===== src/rtl/spislave_pkg.sv =====
// Shared types and helpers for the SPI slave frame interface.
package spislave_pkg;

   localparam int unsigned HDR_WIDTH = 32;

   typedef enum logic [1:0] {
      ST_IDLE   = 2'd0,
      ST_ACTIVE = 2'd1,
      ST_CHECK  = 2'd2
   } spi_state_t;

   // Header travels LSB byte first, so the expected on-wire header is the byte-reversed MSGID.
   function automatic logic [31:0] bswap32(input logic [31:0] v);
      return {v[7:0], v[15:8], v[23:16], v[31:24]};
   endfunction

endpackage


===== src/rtl/spislave_sync.sv =====
// Three-stage synchroniser for an asynchronous SPI pin, with edge strobes aligned to the level output.
module spislave_sync #(
   parameter bit RESET_VAL = 1'b0
) (
   input  logic clk,
   input  logic reset,
   input  logic din,
   output logic dout,
   output logic rise,
   output logic fall
);

   logic [2:0] sync_q;

   // Shift chain; edges are registered from stages 0/1 so they line up with stages 1/2.
   always_ff @(posedge clk or posedge reset) begin
      if (reset) begin
         sync_q <= {3{RESET_VAL}};
         rise   <= 1'b0;
         fall   <= 1'b0;
      end else begin
         sync_q <= {sync_q[1:0], din};
         rise   <= sync_q[0] & ~sync_q[1];
         fall   <= ~sync_q[0] & sync_q[1];
      end
   end

   assign dout = sync_q[1];

endmodule


===== src/rtl/interface_spislave_ext.sv =====
// SPI slave frame interface: oversampled SPI pins, fixed-length frame exchange,
// header/length validation, error counting and packet timeout.
module interface_spislave_ext
   import spislave_pkg::*;
#(
   parameter int unsigned BUFFER_SIZE = 96,
   parameter logic [31:0] MSGID       = 32'h74697277,
   parameter bit          CPOL        = 1'b0,
   parameter bit          CPHA        = 1'b0,
   parameter logic [31:0] TIMEOUT     = 32'd4_800_000
) (
   input  logic                   clk,
   input  logic                   reset,
   input  logic                   SPI_SCK,
   input  logic                   SPI_SSEL,
   input  logic                   SPI_MOSI,
   output logic                   SPI_MISO,
   input  logic [BUFFER_SIZE-1:0] tx_data,
   output logic [BUFFER_SIZE-1:0] rx_data,
   output logic                   rx_valid,
   output logic                   frame_err,
   output logic [7:0]             err_count,
   output logic                   pkg_timeout
);

   localparam int unsigned CNT_W = $clog2(BUFFER_SIZE + 2);
   localparam logic [CNT_W-1:0] CNT_FULL = CNT_W'(BUFFER_SIZE);
   localparam logic [CNT_W-1:0] CNT_SAT  = CNT_W'(BUFFER_SIZE + 1);
   localparam logic [HDR_WIDTH-1:0] HDR_EXP = bswap32(MSGID);

   logic sck_lvl, sck_rise, sck_fall;
   logic ssel_lvl, ssel_rise, ssel_fall;
   logic mosi_s, mosi_rise, mosi_fall;
   logic unused_sig;

   spi_state_t             state;
   logic [CNT_W-1:0]       bit_cnt;
   logic [BUFFER_SIZE-1:0] rx_sreg;
   logic [BUFFER_SIZE-1:0] tx_sreg;
   logic                   miso_q;
   logic                   lead_edge, trail_edge, sample_edge, shift_edge;
   logic                   frame_ok, reload;
   logic [31:0]            tmo_cnt, tmo_next;

   // SCK idles at CPOL and SSEL comes out of reset low so a chip select already
   // asserted during reset never looks like a fresh frame start.
   spislave_sync #(.RESET_VAL(CPOL)) u_sync_sck (
      .clk(clk), .reset(reset), .din(SPI_SCK),
      .dout(sck_lvl), .rise(sck_rise), .fall(sck_fall)
   );

   spislave_sync #(.RESET_VAL(1'b0)) u_sync_ssel (
      .clk(clk), .reset(reset), .din(SPI_SSEL),
      .dout(ssel_lvl), .rise(ssel_rise), .fall(ssel_fall)
   );

   spislave_sync #(.RESET_VAL(1'b0)) u_sync_mosi (
      .clk(clk), .reset(reset), .din(SPI_MOSI),
      .dout(mosi_s), .rise(mosi_rise), .fall(mosi_fall)
   );

   assign unused_sig = ^{sck_lvl, ssel_lvl, mosi_rise, mosi_fall};

   // Map SPI mode onto sample/shift strobes.
   always_comb begin
      lead_edge   = CPOL ? sck_fall : sck_rise;
      trail_edge  = CPOL ? sck_rise : sck_fall;
      sample_edge = CPHA ? trail_edge : lead_edge;
      shift_edge  = CPHA ? lead_edge  : trail_edge;
   end

   // Frame acceptance: exact length and matching on-wire header.
   always_comb begin
      frame_ok = (bit_cnt == CNT_FULL) &&
                 (rx_sreg[BUFFER_SIZE-1 -: HDR_WIDTH] == HDR_EXP);
      reload   = (state == ST_CHECK) && frame_ok;
   end

   // Frame FSM, shift registers, bit counter and error counter.
   always_ff @(posedge clk or posedge reset) begin
      if (reset) begin
         state     <= ST_IDLE;
         bit_cnt   <= '0;
         rx_sreg   <= '0;
         tx_sreg   <= '0;
         miso_q    <= 1'b0;
         rx_data   <= '0;
         rx_valid  <= 1'b0;
         frame_err <= 1'b0;
         err_count <= '0;
      end else begin
         rx_valid  <= 1'b0;
         frame_err <= 1'b0;
         case (state)
            ST_IDLE: begin
               miso_q <= 1'b0;
               if (ssel_fall) begin
                  state   <= ST_ACTIVE;
                  bit_cnt <= '0;
                  rx_sreg <= '0;
                  if (CPHA) begin
                     tx_sreg <= tx_data;
                  end else begin
                     miso_q  <= tx_data[BUFFER_SIZE-1];
                     tx_sreg <= {tx_data[BUFFER_SIZE-2:0], 1'b0};
                  end
               end
            end
            ST_ACTIVE: begin
               if (sample_edge) begin
                  if (bit_cnt < CNT_FULL) begin
                     rx_sreg <= {rx_sreg[BUFFER_SIZE-2:0], mosi_s};
                  end
                  if (bit_cnt != CNT_SAT) begin
                     bit_cnt <= bit_cnt + CNT_W'(1);
                  end
               end
               // In CPHA=0 the MSB is already out, so a shift edge before the first sample is ignored.
               if (shift_edge && (CPHA || (bit_cnt != '0))) begin
                  miso_q  <= tx_sreg[BUFFER_SIZE-1];
                  tx_sreg <= {tx_sreg[BUFFER_SIZE-2:0], 1'b0};
               end
               if (ssel_rise) begin
                  state  <= ST_CHECK;
                  miso_q <= 1'b0;
               end
            end
            ST_CHECK: begin
               state <= ST_IDLE;
               if (frame_ok) begin
                  rx_data  <= rx_sreg;
                  rx_valid <= 1'b1;
               end else begin
                  frame_err <= 1'b1;
                  if (err_count != 8'hFF) begin
                     err_count <= err_count + 8'd1;
                  end
               end
            end
            default: state <= ST_IDLE;
         endcase
      end
   end

   assign SPI_MISO = miso_q;

   // Timeout down-counter; a reload takes priority over expiry.
   always_comb begin
      tmo_next = tmo_cnt;
      if (reload) begin
         tmo_next = TIMEOUT;
      end else if (tmo_cnt != 32'd0) begin
         tmo_next = tmo_cnt - 32'd1;
      end
   end

   // Timeout register and its registered zero flag.
   always_ff @(posedge clk or posedge reset) begin
      if (reset) begin
         tmo_cnt     <= 32'd0;
         pkg_timeout <= 1'b1;
      end else begin
         tmo_cnt     <= tmo_next;
         pkg_timeout <= (tmo_next == 32'd0);
      end
   end

endmodule


===== config.mk =====
export PLATFORM = sky130hd
export DESIGN_NAME = interface_spislave_ext
export DESIGN_NICKNAME = d
export VERILOG_FILES = /design/src/rtl/spislave_pkg.sv /design/src/rtl/spislave_sync.sv /design/src/rtl/interface_spislave_ext.sv
export SDC_FILE = /design/constraint.sdc
export NUM_CORES = 1
export LEC_CHECK = 0
export BUFFER_PORTS_ARGS = -buffer_cell sky130_fd_sc_hd__buf_2
export CORE_AREA = 2 2 179 181
export DETAILED_ROUTE_END_ITERATION = 12
export DIE_AREA = 0 0 181 183
export HOLD_SLACK_MARGIN = 0.05
export PLACE_DENSITY = 0.71
export SLEW_MARGIN = 20
export SYNTH_ARGS = -nofsm -noshare
export SYNTH_HDL_FRONTEND = slang
export SYNTH_HIERARCHICAL = 1
export SYNTH_SLANG_ARGS = --single-unit

===== constraint.sdc =====
create_clock -name clk -period 22.2 [get_ports clk]
set_input_delay 4.44 -clock clk [delete_from_list [all_inputs] [get_ports clk]]
set_output_delay 4.44 -clock clk [all_outputs]
set_load 0.01 [all_outputs]

* Word level (Yosys, flattened, before mapping)
Cells that the tools add are included.
** Operators by class
- $add $sub $neg :: 3
- $lt $le $gt $ge :: 1
- Eq/ne operators :: 13
- Multiplexer cells :: 24
- Bitwise gates (word level) :: 9
- Reductions and logical operators :: 15
** Operators by type and width (number)
- 96-bit two-way mux :: 5
- 96-bit case mux with 2 select lines :: 2
- 32-bit two-way mux :: 2
- 32-bit by 31-bit equality test with 1-bit output (second input constant) :: 1
- 32-bit logical NOT :: 1
- 32-bit nonzero test :: 1
- 32-bit by 1-bit subtractor with 32-bit output (second input constant) :: 1
- 7-bit two-way mux :: 3
- 7-bit case mux with 2 select lines :: 1
- 8-bit by 1-bit adder with 8-bit output (second input constant) :: 1
- 8-bit != test (second input constant) :: 1
- 4-bit AND reduction :: 2
- 7-bit by 1-bit adder with 7-bit output (second input constant) :: 1
- 7-bit equality test (second input constant) :: 1
- 7-bit less-than comparator (second input constant) :: 1
- 1-bit two-way mux :: 7
- 7-bit != test (second input constant) :: 1
- 7-bit nonzero test :: 1
- 2-bit by 1-bit != test with 1-bit output (second input constant) :: 3
- 2-bit != test (second input constant) :: 3
- 2-bit AND reduction :: 3
- 3-bit AND reduction :: 2
- 1-bit NOT :: 5
- 1-bit AND :: 4
- 9 further kinds :: 12
** Storage, ports and cells
- Flip-flop bits (word level) :: 351
- Word-level logic and storage cells :: 83

* Depth between registers and ports, before layout
- Word-level depth :: 5
- Mapped depth :: 12
- Gate-level depth less buffers :: 10

* Modules after synthesis
Netlist, hierarchy kept.
** By module, submodules not included
- interface_spislave_ext :: times used 1, cells each 1589, area an instance 14348.8 sq um, sequential area each 8509.4 sq um
- spislave_sync :: times used 3, cells each 7, area an instance 118.9 sq um, sequential area each 100.1 sq um

* Least setup slack after synthesis
No wires, ideal clock.
- Kind :: register -> output
- Start point :: register pkg_timeout
- End point :: output pkg_timeout
- Data arrival time :: 0.520 ns
- Required time :: 17.760 ns
- Setup slack :: 17.240 ns
- Stages on the path, launching flop included :: 1
- Path through :: dfstp_2
** RTL lines
- start, declared :: line interface_spislave_ext.sv:23 : output logic pkg_timeout
- start signal, assigned :: line interface_spislave_ext.sv:164 : pkg_timeout <= (tmo_next == 32'd0);
No word-level cell between the ends.

==> reports/results.txt <==
Routability Congestion - 0.856
first-pass GRT wire length - 53200 µm
Area Overhead vs Synth - 16.9%
Worst Clk Skew - 0.0151 ns
Hold-fix buffers, CTS - 0
Critical Path RT - 22.70 ns
I/O Buffers - 208
DRC marker count from the first detailed-route iteration - 831
largest delay contributor family on the critical path - buffers and inverters
FF-to-FF setup slack - 18.37 ns
Crit-path slowest cell - buf_4
number of global-route vias before repair - 10900
Root Buffer - clkbuf_16
R2R cell count - 10
Hold Violations, Final - 0
CP startpoint - reset
min Tclk post-route - 5.65 ns
Final Max Tran Viols - 0
die area - 0.0331 mm²
# IOs - 209
CTS tree - built
Num CTS Buffers - 39
clk_lat worst skew - 0.52 ns
hold depth - 0
crit start category - input port
period utilization - 0.254
clock buffer depth - 3
slew at the pin closest to its max-slew limit - 1.04 ns
status - finished clean
HP Start - u_sync_mosi/sync_q[0]
crit path max fanout - 110
Worst setup EP type - async pin
Syn. warnings - 6
core area - 0.0312 mm²
Nets - 1872
DR pass1 iterations - 5
share of cells above drive strength 1 - 0.169
Remaining DRCs - 0
vias per cell - 5.16
total power - 1.65 mW
Synthesized Nets - 1713
Hold Path End - u_sync_mosi/sync_q[1]
clk slew on worst S/H paths - 0.06 ns
Final setup viols - 0
RSZ-0062 raised after global routing - no
Buf/Inv on CP - 3
Final HPWL DP - 19000 µm
Post-CTS Setup Inserts - 0
slowest stage delay, CP - 0.90 ns
reg2reg end - pkg_timeout
per-cell routed wire length - 14.1 µm
Total GRT Usage - 0.190
highest clock rate - 177 MHz
# rows - 65
kind of critical path - input port to async pin
largest net degree at the start of global routing - 118
post-route setup TNS - 0 ns
GRT Residual Overflow - 0
critical path data arrival time - 6.14 ns
Hold Crit Class - register to register
ANT nets after route - 0
Leak - 9.23 nW
crit path cell chain - buf_2 -> inv_8 -> buf_4
Sinks on Clock Net - 350
Worst R2R Start - bit_cnt[0]
Syn Area/Cell - 9.12 µm²
Initial Utilization - 0.469
Die H - 183 µm
Syn Inst Count - 1606
synthesized area - 0.0146 mm²
final WL - 30900 µm
Power Dens Cells - 96.3 mW/mm²
Via Count - 11300
post_cts resized - 0
# H-tree levels - 2
peak supply drop - 0.0614 mV
Die W - 181 µm
Slew headroom - 0.309
Max Cap Violations - 0
initial antenna violation count - 2
-- power by group --
group | switching, mW | internal, mW
Sequential | 0.0524 | 0.730
Combinational | 0.169 | 0.0915
Clock | 0.250 | 0.356
Total | 0.472 | 1.18
-- per-stage QoR --
| step | cell area, µm² | utilization | hold WS (ns) | worst slack, ns | std cells |
|---|---|---|---|---|---|
| after floorplan | 14600 | - | 0.331 | 8.34 | 1606 |
| after CTS | 17100 | 0.548 | 0.358 | 16.46 | 2194 |
| final | 17100 | 0.548 | 0.360 | 16.55 | 2195 |
| after global routing | 17100 | 0.548 | 0.369 | 16.28 | 2194 |
| after global placement | 15900 | 0.509 | 0.338 | 15.94 | 2126 |
| after detailed placement | 15900 | 0.509 | 0.345 | 15.90 | 2126 |
-- layout by cell type, fill, tap and decap left out, types with 4 or more instances in the layout --
master and instances:
nand4b_1 6, inv_1 15, nor3_1 16, nand2_1 605, nand2b_1 23, or4_1 4, buf_2 208, ha_1 6
clkbuf_8 6, nand4_1 4, and4_1 5, a21oi_1 9, dfrtp_1 349, nor2_1 139, nor4_1 9, clkbuf_16 39
xnor2_1 20, buf_4 9, xor2_1 16, nand3_1 111, o21ai_0 4, clkinv_2 9, and2_1 14, clkbuf_1 7
nor4b_1 4, a31oi_1 96
-- layout make-up --
cell class,instances,area [µm²]
Tap cell,402,503
Clock buffer,52,1080
Antenna cell,1,2.50
Inverter,16,67.6
Clock inverter,16,125
Fill cell,2836,14100
Timing Repair Buffer,218,1120
Sequential cell,350,8760
Multi-Input combinational cell,1140,5450
-- worst register-to-register path, cell delays in order, from the launching register on --
cell	delay, ns
dfrtp_1	0.42
inv_1	0.11
ha_1	0.16
or4b_1	0.50
nor4b_1	0.61
nor3b_4	0.29
buf_4	0.71
a21oi_1	0.19
nand4bb_1	0.23
and4bb_1	0.30
and4_1	0.24
-- state kept, by name, indices dropped and copies added (netlist names) --
| name | flops |
|---|---|
| SPI_MISO | 1 |
| bit_cnt | 7 |
| err_count | 8 |
| frame_err | 1 |
| pkg_timeout | 1 |
| rx_data | 96 |
| rx_sreg | 96 |
| rx_valid | 1 |
| state | 2 |
| tmo_cnt | 32 |
| tx_sreg | 95 |
| u_sync_mosi/sync_q | 2 |
| u_sync_sck/fall | 1 |
| u_sync_sck/rise | 1 |
| u_sync_sck/sync_q | 2 |
| u_sync_ssel/fall | 1 |
| u_sync_ssel/rise | 1 |
| u_sync_ssel/sync_q | 2 |
-- worst max-delay path by stage --
stage	endpoint	slack (ns)	depth (start not counted)
finish	rx_sreg[64]	16.55	3
global route	err_count[2]	16.28	3
CTS	tmo_cnt[11]	16.46	3
detailed placement	rx_data[42]	15.90	3
global placement	rx_data[42]	15.94	3
floorplan	SPI_MISO	8.34	1
-- routing by layer --
layer | GRT usage | part of all wire | vias to the layer above
li1 | - | - | 5565
met1 | 0.266 | 0.46 | 5433
met2 | 0.300 | 0.46 | 284
met3 | 0.0459 | 0.064 | 46
met4 | 0.0478 | 0.016 | 4
met5 | 0 | 0.00087 | -
Power figures use the tool's default switching activity.
